File: config.mk
export PLATFORM = sky130hd
export DESIGN_NAME = pc_next_ctrl
export DESIGN_NICKNAME = d
export VERILOG_FILES = /design/src/rtl/pc_next_ctrl.sv
export SDC_FILE = /design/constraint.sdc
export NUM_CORES = 1
export LEC_CHECK = 0
export ABC_CLOCK_PERIOD_IN_PS = 2700
export BUFFER_PORTS_ARGS = -buffer_cell sky130_fd_sc_hd__clkbuf_2
export CORE_UTILIZATION = 30
export DETAILED_ROUTE_END_ITERATION = 16
export SETUP_SLACK_MARGIN = 0.2
export SLEW_MARGIN = 20
export SYNTH_ARGS = -nofsm -noshare
export SYNTH_HDL_FRONTEND = slang
export SYNTH_SLANG_ARGS = --single-unit
File: constraint.sdc
create_clock -name clk_i -period 2.7 [get_ports clk_i]
set_input_delay 0.135 -clock clk_i [delete_from_list [all_inputs] [get_ports clk_i]]
set_output_delay 0.135 -clock clk_i [all_outputs]
set_load 0.1 [all_outputs]
File: src/rtl/pc_next_ctrl.sv
// pc_next_ctrl: next-PC sequencer covering boot delay, +4, branch, trap entry, mret, stall and halt.
// Outputs are combinational from state and inputs so the PC register latches them on the same edge.
module pc_next_ctrl #(
   parameter logic [63:0] RESET_VEC   = 64'h8000_0000,
   parameter int          BOOT_CYCLES = 2,
   parameter int          TRAPCNT_W   = 32
) (
   input  logic                 clk_i,
   input  logic                 rst_ni,
   input  logic [63:0]          pc_i,
   input  logic                 stall_i,
   input  logic                 branch_valid_i,
   input  logic [63:0]          branch_target_i,
   input  logic                 trap_valid_i,
   input  logic [63:0]          mtvec_i,
   input  logic                 mret_i,
   input  logic                 halt_i,
   output logic [63:0]          npc_o,
   output logic                 pc_we_o,
   output logic                 redirect_o,
   output logic [63:0]          mepc_o,
   output logic [1:0]           state_o,
   output logic [TRAPCNT_W-1:0] trap_cnt_o
);
   typedef enum logic [1:0] {BOOT = 2'b00, RUN = 2'b01, TRAP = 2'b10, HALT = 2'b11} state_e;
   state_e               state_q, state_d;
   logic [31:0]          boot_cnt_q, boot_cnt_d;
   logic [63:0]          mepc_q, mepc_d;
   logic [TRAPCNT_W-1:0] trap_cnt_q, trap_cnt_d;
   logic                 take_trap;
   always_comb begin
      state_d    = state_q;
      boot_cnt_d = boot_cnt_q;
      mepc_d     = mepc_q;
      trap_cnt_d = trap_cnt_q;
      npc_o      = pc_i;
      pc_we_o    = 1'b0;
      redirect_o = 1'b0;
      take_trap  = 1'b0;
      case (state_q)
         BOOT: begin
            npc_o      = RESET_VEC;
            boot_cnt_d = boot_cnt_q + 32'd1;
            if (boot_cnt_q == 32'(BOOT_CYCLES - 1)) state_d = RUN;
         end
         RUN: begin
            if (halt_i) state_d = HALT;
            else if (trap_valid_i) take_trap = 1'b1;
            else if (mret_i) begin
               npc_o      = mepc_q;
               pc_we_o    = 1'b1;
               redirect_o = 1'b1;
            end else if (branch_valid_i) begin
               // A misaligned target raises an exception instead of redirecting
               if (branch_target_i[1:0] != 2'b00) take_trap = 1'b1;
               else begin
                  npc_o      = branch_target_i;
                  pc_we_o    = 1'b1;
                  redirect_o = 1'b1;
               end
            end else if (!stall_i) begin
               npc_o   = pc_i + 64'd4;
               pc_we_o = 1'b1;
            end
         end
         TRAP: begin
            npc_o      = {mtvec_i[63:2], 2'b00};
            pc_we_o    = 1'b1;
            redirect_o = 1'b1;
            state_d    = RUN;
         end
         HALT: ;
      endcase
      if (take_trap) begin
         mepc_d     = pc_i;
         trap_cnt_d = &trap_cnt_q ? trap_cnt_q : trap_cnt_q + TRAPCNT_W'(1);
         state_d    = TRAP;
      end
   end
   always_ff @(posedge clk_i or negedge rst_ni) begin
      if (!rst_ni) begin
         state_q    <= BOOT;
         boot_cnt_q <= '0;
         mepc_q     <= '0;
         trap_cnt_q <= '0;
      end else begin
         state_q    <= state_d;
         boot_cnt_q <= boot_cnt_d;
         mepc_q     <= mepc_d;
         trap_cnt_q <= trap_cnt_d;
      end
   end
   assign mepc_o     = mepc_q;
   assign state_o    = state_q;
   assign trap_cnt_o = trap_cnt_q;
endmodule
==> summary.txt, run 1 <==
Outcome
  • Outcome: complete, but fails checks
  • Violated checks: hold timing

Floorplan
  • Chip width: 191 um
  • Die Span Y: 191 um
  • Die ar.: 36400 sq um
  • Initial Utilization: 0.307
  • Core area: 34800 sq um
  • Row count: 68
  • I/O Pins: 363

CTS
  • Total CTS buffers: 17
  • Clock root buffer: clkbuf_16
  • H-tree Lvls: 4
  • Sink Count: 130
  • Worst-Skew Late Latency: 0.44 ns
  • CTS tree: done
  • Clock-pin slew on the worst setup and hold paths: 0.07 ns
  • Clock Tree Buf Depth: 2

Timing
  • Crit path time final: 2.68 ns
  • Clk_skew: 0.0119 ns
  • Final Max Tran Viols: 0
  • Slew Limit Headroom: 0.389
  • Period utilization: 0.993
  • FMAX: 373 MHz
  • Hold_ws: -0.00133 ns
  • RSZ-0062 raised after global routing: true
  • Setup tns final: 0 ns
  • Final Hold Fails: 1
  • Worst-margin pin slew: 0.917 ns
  • # setup viols final: 0

Worst setup path
  • Crit. End Element: output pin
  • Critical path type: reg -> out
  • Worst Path Max Fanout: 7
  • Critical Path RT: 2.57 ns
  • WP data arrival: 2.55 ns
  • Startpoint Class: flop

Global route
  • Met3 Use GR: 0.0651
  • Total GRT Usage: 0.305
  • GRT met2 Usage: 0.476
  • First-pass GRT wire length: 83200 um
  • Antenna violations before repair: 7
  • Gr busiest metal: met2
  • M1 GR Usage: 0.402
  • Largest net degree at the start of global routing: 104
  • Total grt overflow: 0
  • Vias in the first global route: 13300

Synthesis
  • Sequential fraction of the synthesis area: 0.304
  • FF+latch count, synth: 130
  • Most common cell in the netlist: nand2_1
  • Synth Flop Type: dfrtp_1
  • Syn Area/Cell: 7.27 sq um
  • Post-Synthesis Cells: 1469
  • Dominant cell type by area after synthesis: dfrtp_1
  • Share of the synthesized area in the top cell type: 0.304
  • Post-synth EDFFs: 0
  • Unique masters post-synth: 71
  • Asr flop ratio synth: 1.00
  • Total nets after synthesis: 1677
  • Warnings, synthesis: 0
  • Post-synth top cells: 333 x nand2_1, 130 x dfrtp_1, 103 x o21ai_0, 102 x clkbuf_1, 77 x nand3_1
  • Synth area leaders: dfrtp_1 30%, nand2_1 12%, xnor2_1 5.7%
  • Post-Syn Area: 10700 sq um

Route
  • Routed Antenna Nets: 0
  • Initial DRC Count: 1692
  • Post-route DRC: 0
  • Routed WL: 57900 um
  • Via count: 14200
  • DRT Pass-1 Iters: 8
  • DR vias/cell: 5.91
  • DR WL/cell: 24.1 um

Placement
  • Port bufs: 360
  • Cells after DPL: 2295
  • DP HPWL: 41800 um
  • Placer's final routability congestion estimate: 0.969

Finish
  • Area grow syn2layout: 66.9%
  • Non-filler cells, final: 2409
  • Final #Nets: 2144
  • Fraction of layout cells with a size suffix above 1: 0.419

Worst hold path
  • Worst Hold Class: in -> reg

Job
  • Max cap viols: 0

Power
  • Cell Pwr Density: 1390 nW/um^2
  • Max VDD drop: 1.27 mV
  • Lkg Pwr: 7.90 nW
==> cells in the final DEF (no fill, tap or decap), drive strengths merged, types with 7 or more instances in the layout <==
cell	synthesis	final
nand3	77	77
buf	18	261
o221ai	9	9
a211oi	18	18
a2111oi	11	11
nor4	20	20
ha	9	9
mux2i	10	10
nor3	25	25
dfrtp	130	130
and4	26	26
a22oi	15	15
a2bb2oi	7	7
dlygate4sd3	0	17
xnor2	70	70
inv	26	31
and3	53	53
nor2	66	66
a31oi	26	26
a221oi	12	12
o211ai	17	17
xor2	21	21
a21oi	75	75
a221o	11	11
and2	14	14
nand4	49	49
nand2	333	333
clkbuf	105	310
o22ai	26	26
o21ai	104	104
==> cell type report <==
class | count | area [sq um]
Antenna cell | 5 | 12.5
Tap cell | 455 | 569
Timing Repair Buffer | 571 | 4870
Fill cell | 3298 | 17000
Inverter | 27 | 119
Multi-Input combinational cell | 1189 | 8380
Clock inverter | 15 | 176
Sequential cell | 130 | 3280
Clock buffer | 17 | 425
==> repair_timing <==
action,CTS,global route
hold buffers,16,1
endpoints found under the hold margin,116,1
gates cloned,1,4
buffers inserted,24,31
pin swaps,35,61
resized for setup,106,172
setup endpoints to repair,70,61
==> worst max-delay path, stage by stage, from the launching register on <==
cell and delay (ns):
dfrtp_4 0.53, inv_4 0.08, ha_4 0.18, inv_8 0.04, nor2_4 0.14, buf_12 0.17, o21ai_4 0.06, or4_1 0.51
nand4_1 0.18, buf_12 0.20
==> final timing paths <==
kind                                 from              to  slack (ns)  cells after the start
hold reg to reg            trap_cnt_o[27]  trap_cnt_o[27]        0.47                      1
setup / recovery               state_o[1]       npc_o[50]        0.02                      9
min in group asynchronous          rst_ni   trap_cnt_o[3]        0.36                      2
hold / removal                   pc_i[34]      mepc_o[34]      -0.001                      3
setup reg to reg               state_o[1]  trap_cnt_o[26]        0.10                      9
max in group asynchronous          rst_ni      mepc_o[17]        1.49                      3
==> per-stage QoR <==
stage	setup WS (ns)	power (mW)	hold slack, ns	instance area [sq um]	utilization
floorplan	-0.308	15.0	-0.161	11400	-
global placement	-0.0745	20.3	0.356	15300	0.439
detailed placement	-0.0554	20.4	0.354	15300	0.439
CTS	0.0375	23.7	0.00294	16800	0.482
global route	-0.0371	25.5	0.00486	17800	0.513
finish	0.0198	24.9	-0.00133	17800	0.513
==> metal layers <==
layer,routed length [um],vias to the layer above
met5,0,-
met4,2490,0
met3,6360,164
met2,26300,934
met1,22800,6823
li1,-,6305
==> kinds of logic after synthesis <==
logic type                 share of synthesized area
AOI/OAI and AO/OA                              0.227
xor gates and xnor gates                      0.0746
adders and majority gates                     0.0105
buffers and inverters                         0.0539
DFF                                            0.304
muxes                                         0.0125
and+or+nand+nor                                0.317
==> power by group <==
part / internal, mW / leakage [nW] / switching, mW
Sequential: 2.50 / 1.67 / 0.647
Combinational: 5.89 / 5.95 / 13.4
Clock: 1.39 / 0.287 / 1.06
==> sequential cells by signal, indices dropped and copies added, names as in the netlist <==
signal      cells
state_o         2
mepc_o         64
boot_cnt_q     32
trap_cnt_o     32
Power figures use the tool's default switching activity.
==> inputs of run 2 (changes only) <==
--- a/config.mk
+++ b/config.mk
@@ -8,6 +8,7 @@
 export ABC_CLOCK_PERIOD_IN_PS = 2700
 export BUFFER_PORTS_ARGS = -buffer_cell sky130_fd_sc_hd__clkbuf_2
 export CORE_UTILIZATION = 30
+export CTS_BUF_LIST = sky130_fd_sc_hd__clkbuf_2 sky130_fd_sc_hd__clkbuf_4 sky130_fd_sc_hd__clkbuf_8
 export DETAILED_ROUTE_END_ITERATION = 16
 export SETUP_SLACK_MARGIN = 0.2
 export SLEW_MARGIN = 20
==> run 2 against run 1 <==
Critical path type unchanged. Wire length increased by 1.1%. Critical endpoint is now npc_o[59]. Design area increased by 1.3%. The flow now finishes without violations. Utilization increased by 0.67 points.
==> summary.txt, run 2 (synthesized netlist as in run 1, its figures left out) <==
CTS
  • Clock Tree Buf Depth: 2 (unchanged)
  • Clock root buffer: clkbuf_8
  • Total CTS buffers: 17 (unchanged)
  • Clock-pin slew on the worst setup and hold paths: 0.10 ns (+0.03 ns)
  • Worst-Skew Late Latency: 0.48 ns (+0.04 ns)
  • H-tree Lvls: 4 (unchanged)
  • Sink Count: 130 (unchanged)
  • CTS tree: done

Worst setup path
  • WP data arrival: 2.54 ns (about the same)
  • Startpoint Class: flop
  • R2R Setup Slk: 0.06 ns (-0.04 ns)
  • R2r worst-path depth: 9 (unchanged)
  • Critical Path RT: 2.57 ns (about the same)
  • Critical path type: reg -> out
  • RR Startpoint: state_o[1]
  • Crit. End Element: output pin
  • R2R Path End: trap_cnt_o[30]
  • Worst Path Max Fanout: 7 (unchanged)

Timing
  • RSZ-0062 raised after global routing: true
  • # setup viols final: 0 (unchanged)
  • Final Hold Fails: 0 (-1)
  • FMAX: 374 MHz (+0.12%)
  • Clk_skew: 0.0166 ns (+0.00469 ns)
  • Period utilization: 0.991 (-0.00119)
  • Final Worst Setup Slack: 0.0230 ns (+0.00321 ns)
  • Slew Limit Headroom: 0.386 (-0.00267)
  • Crit path time final: 2.68 ns (-0.00321 ns)
  • Final Max Tran Viols: 0 (unchanged)
  • Worst-margin pin slew: 0.921 ns (+0.00400 ns)

Route
  • Post-route DRC: 0 (unchanged)
  • Initial DRC Count: 1721 (+1.7%)
  • Routed WL: 58600 um (+1.1%)
  • DR WL/cell: 24.0 um (-0.29%)
  • Via count: 14500 (+1.8%)
  • Routed Antenna Nets: 0 (unchanged)
  • DR vias/cell: 5.93 (+0.45%)
  • DRT Pass-1 Iters: 6 (-2)

Floorplan
  • Row count: 68 (unchanged)
  • Die ar.: 36400 sq um (unchanged)
  • Initial Utilization: 0.307 (unchanged)
  • I/O Pins: 363 (unchanged)
  • Die Span Y: 191 um (unchanged)
  • Core area: 34800 sq um (unchanged)
  • Chip width: 191 um (unchanged)

Global route
  • First-pass GRT wire length: 83200 um (about the same)
  • Antenna violations before repair: 7 (unchanged)
  • Total grt overflow: 0 (unchanged)
  • Vias in the first global route: 13300 (+0.48%)
  • Total GRT Usage: 0.305 (-0.000513)
  • Largest net degree at the start of global routing: 104 (unchanged)

Job
  • Max cap viols: 0 (unchanged)

Worst hold path
  • Hold path start: pc_i[2]
  • WHS Endpoint: mepc_o[2]
  • Hold path cells: 4 (+1)
  • Worst Hold Class: in -> reg

Outcome
  • Outcome: complete, no violations

Placement
  • Placer's final routability congestion estimate: 0.969 (unchanged)
  • Worst slack, placed: -0.0554 ns (unchanged)
  • Port bufs: 360 (unchanged)
  • DP HPWL: 41800 um (unchanged)

Finish
  • # fillers: 3249 (-1.5%)
  • Fraction of layout cells with a size suffix above 1: 0.423 (+0.00384)
  • Most common cell after layout, fill and taps aside: nand2_1
  • Area grow syn2layout: 69.1%
  • Max reg flops: 64 (unchanged)
  • Final #Nets: 2176 (+1.5%)
  • Fin util: 0.519 (+0.00669)
  • Commonest cells after routing, fill and taps aside: 325 x nand2_1, 275 x clkbuf_2, 162 x buf_4, 109 x dfrtp_1, 82 x buf_12

Power
  • Lkg Pwr: 8.00 nW (+1.3%)
  • Max VDD drop: 1.27 mV (-0.54%)
  • Cell Pwr Density: 1370 nW/um^2 (-1.6%)
==> run 2: worst max-delay path, stage by stage (launching register included) <==
cell and delay, ns:
dfrtp_4 0.54, inv_4 0.08, ha_4 0.18, buf_12 0.12, nand2_8 0.09, buf_12 0.15, a221oi_4 0.21, or3b_4 0.42
nand3_4 0.09, buf_12 0.18
==> run 2: per-layer routing <==
layer	vias up	GRT usage	wire length (um)
li1	6376	-	-
met1	6920	0.402	22800
met2	1013	0.474	26400
met3	177	0.0661	6680
met4	0	0.137	2640
met5	-	0	0
==> run 2: layout make-up <==
| class | count | area, sq um | share of cell area |
|---|---|---|---|
| clock buffers | 17 | 234 | 0.0129 |
| repair buffers | 603 | 5260 | 0.291 |
| inverters | 27 | 119 | 0.00658 |
| flip-flops and latches | 130 | 3280 | 0.182 |
| multi-input cells | 1189 | 8410 | 0.465 |
| well taps | 455 | 569 | 0.0315 |
| diodes | 6 | 15.0 | 0.000831 |
| clock inverters | 15 | 176 | 0.00976 |
==> run 2: worst max-delay path by stage <==
stage               startpoint   endpoint  cells after the start  slack [ns]
finish              state_o[1]  npc_o[59]                      9        0.02
global route        state_o[1]  npc_o[11]                     10       -0.06
CTS                 state_o[1]  npc_o[54]                      8       -0.01
floorplan           state_o[1]  npc_o[30]                      6       -0.31
detailed placement     pc_i[3]  npc_o[38]                     11       -0.06
global placement       pc_i[3]  npc_o[38]                     11       -0.07
==> run 2: metrics by stage <==
| stage | instances | instance area (sq um) | hold WS [ns] | total power [mW] | setup TNS [ns] |
|---|---|---|---|---|---|
| finish | 2442 | 18100 | 0.00819 | 24.8 | 0 |
| global route | 2441 | 18100 | 0.0185 | 25.4 | -0.241 |
| CTS | 2391 | 16900 | 0.00100 | 23.4 | -0.0110 |
| detailed placement | 2295 | 15300 | 0.354 | 20.4 | -0.151 |
| global placement | 2295 | 15300 | 0.356 | 20.3 | -0.138 |
| floorplan | 1469 | 11400 | -0.161 | 15.0 | -1.46 |
==> run 2: power by group <==
group / switching [mW] / leakage [nW] / internal [mW]
registers: 0.642 / 1.67 / 2.50
logic: 13.5 / 6.14 / 6.26
clock network: 0.993 / 0.200 / 0.850
==> run 2: repair_timing <==
item,4_1_cts,5_1_grt
setup endpoints to repair,70,64
cloned,1,4
pin swaps,46,64
gates resized for setup,138,173
buffers inserted,31,40
hold endpoints to repair,132,1
hold buffers,32,1
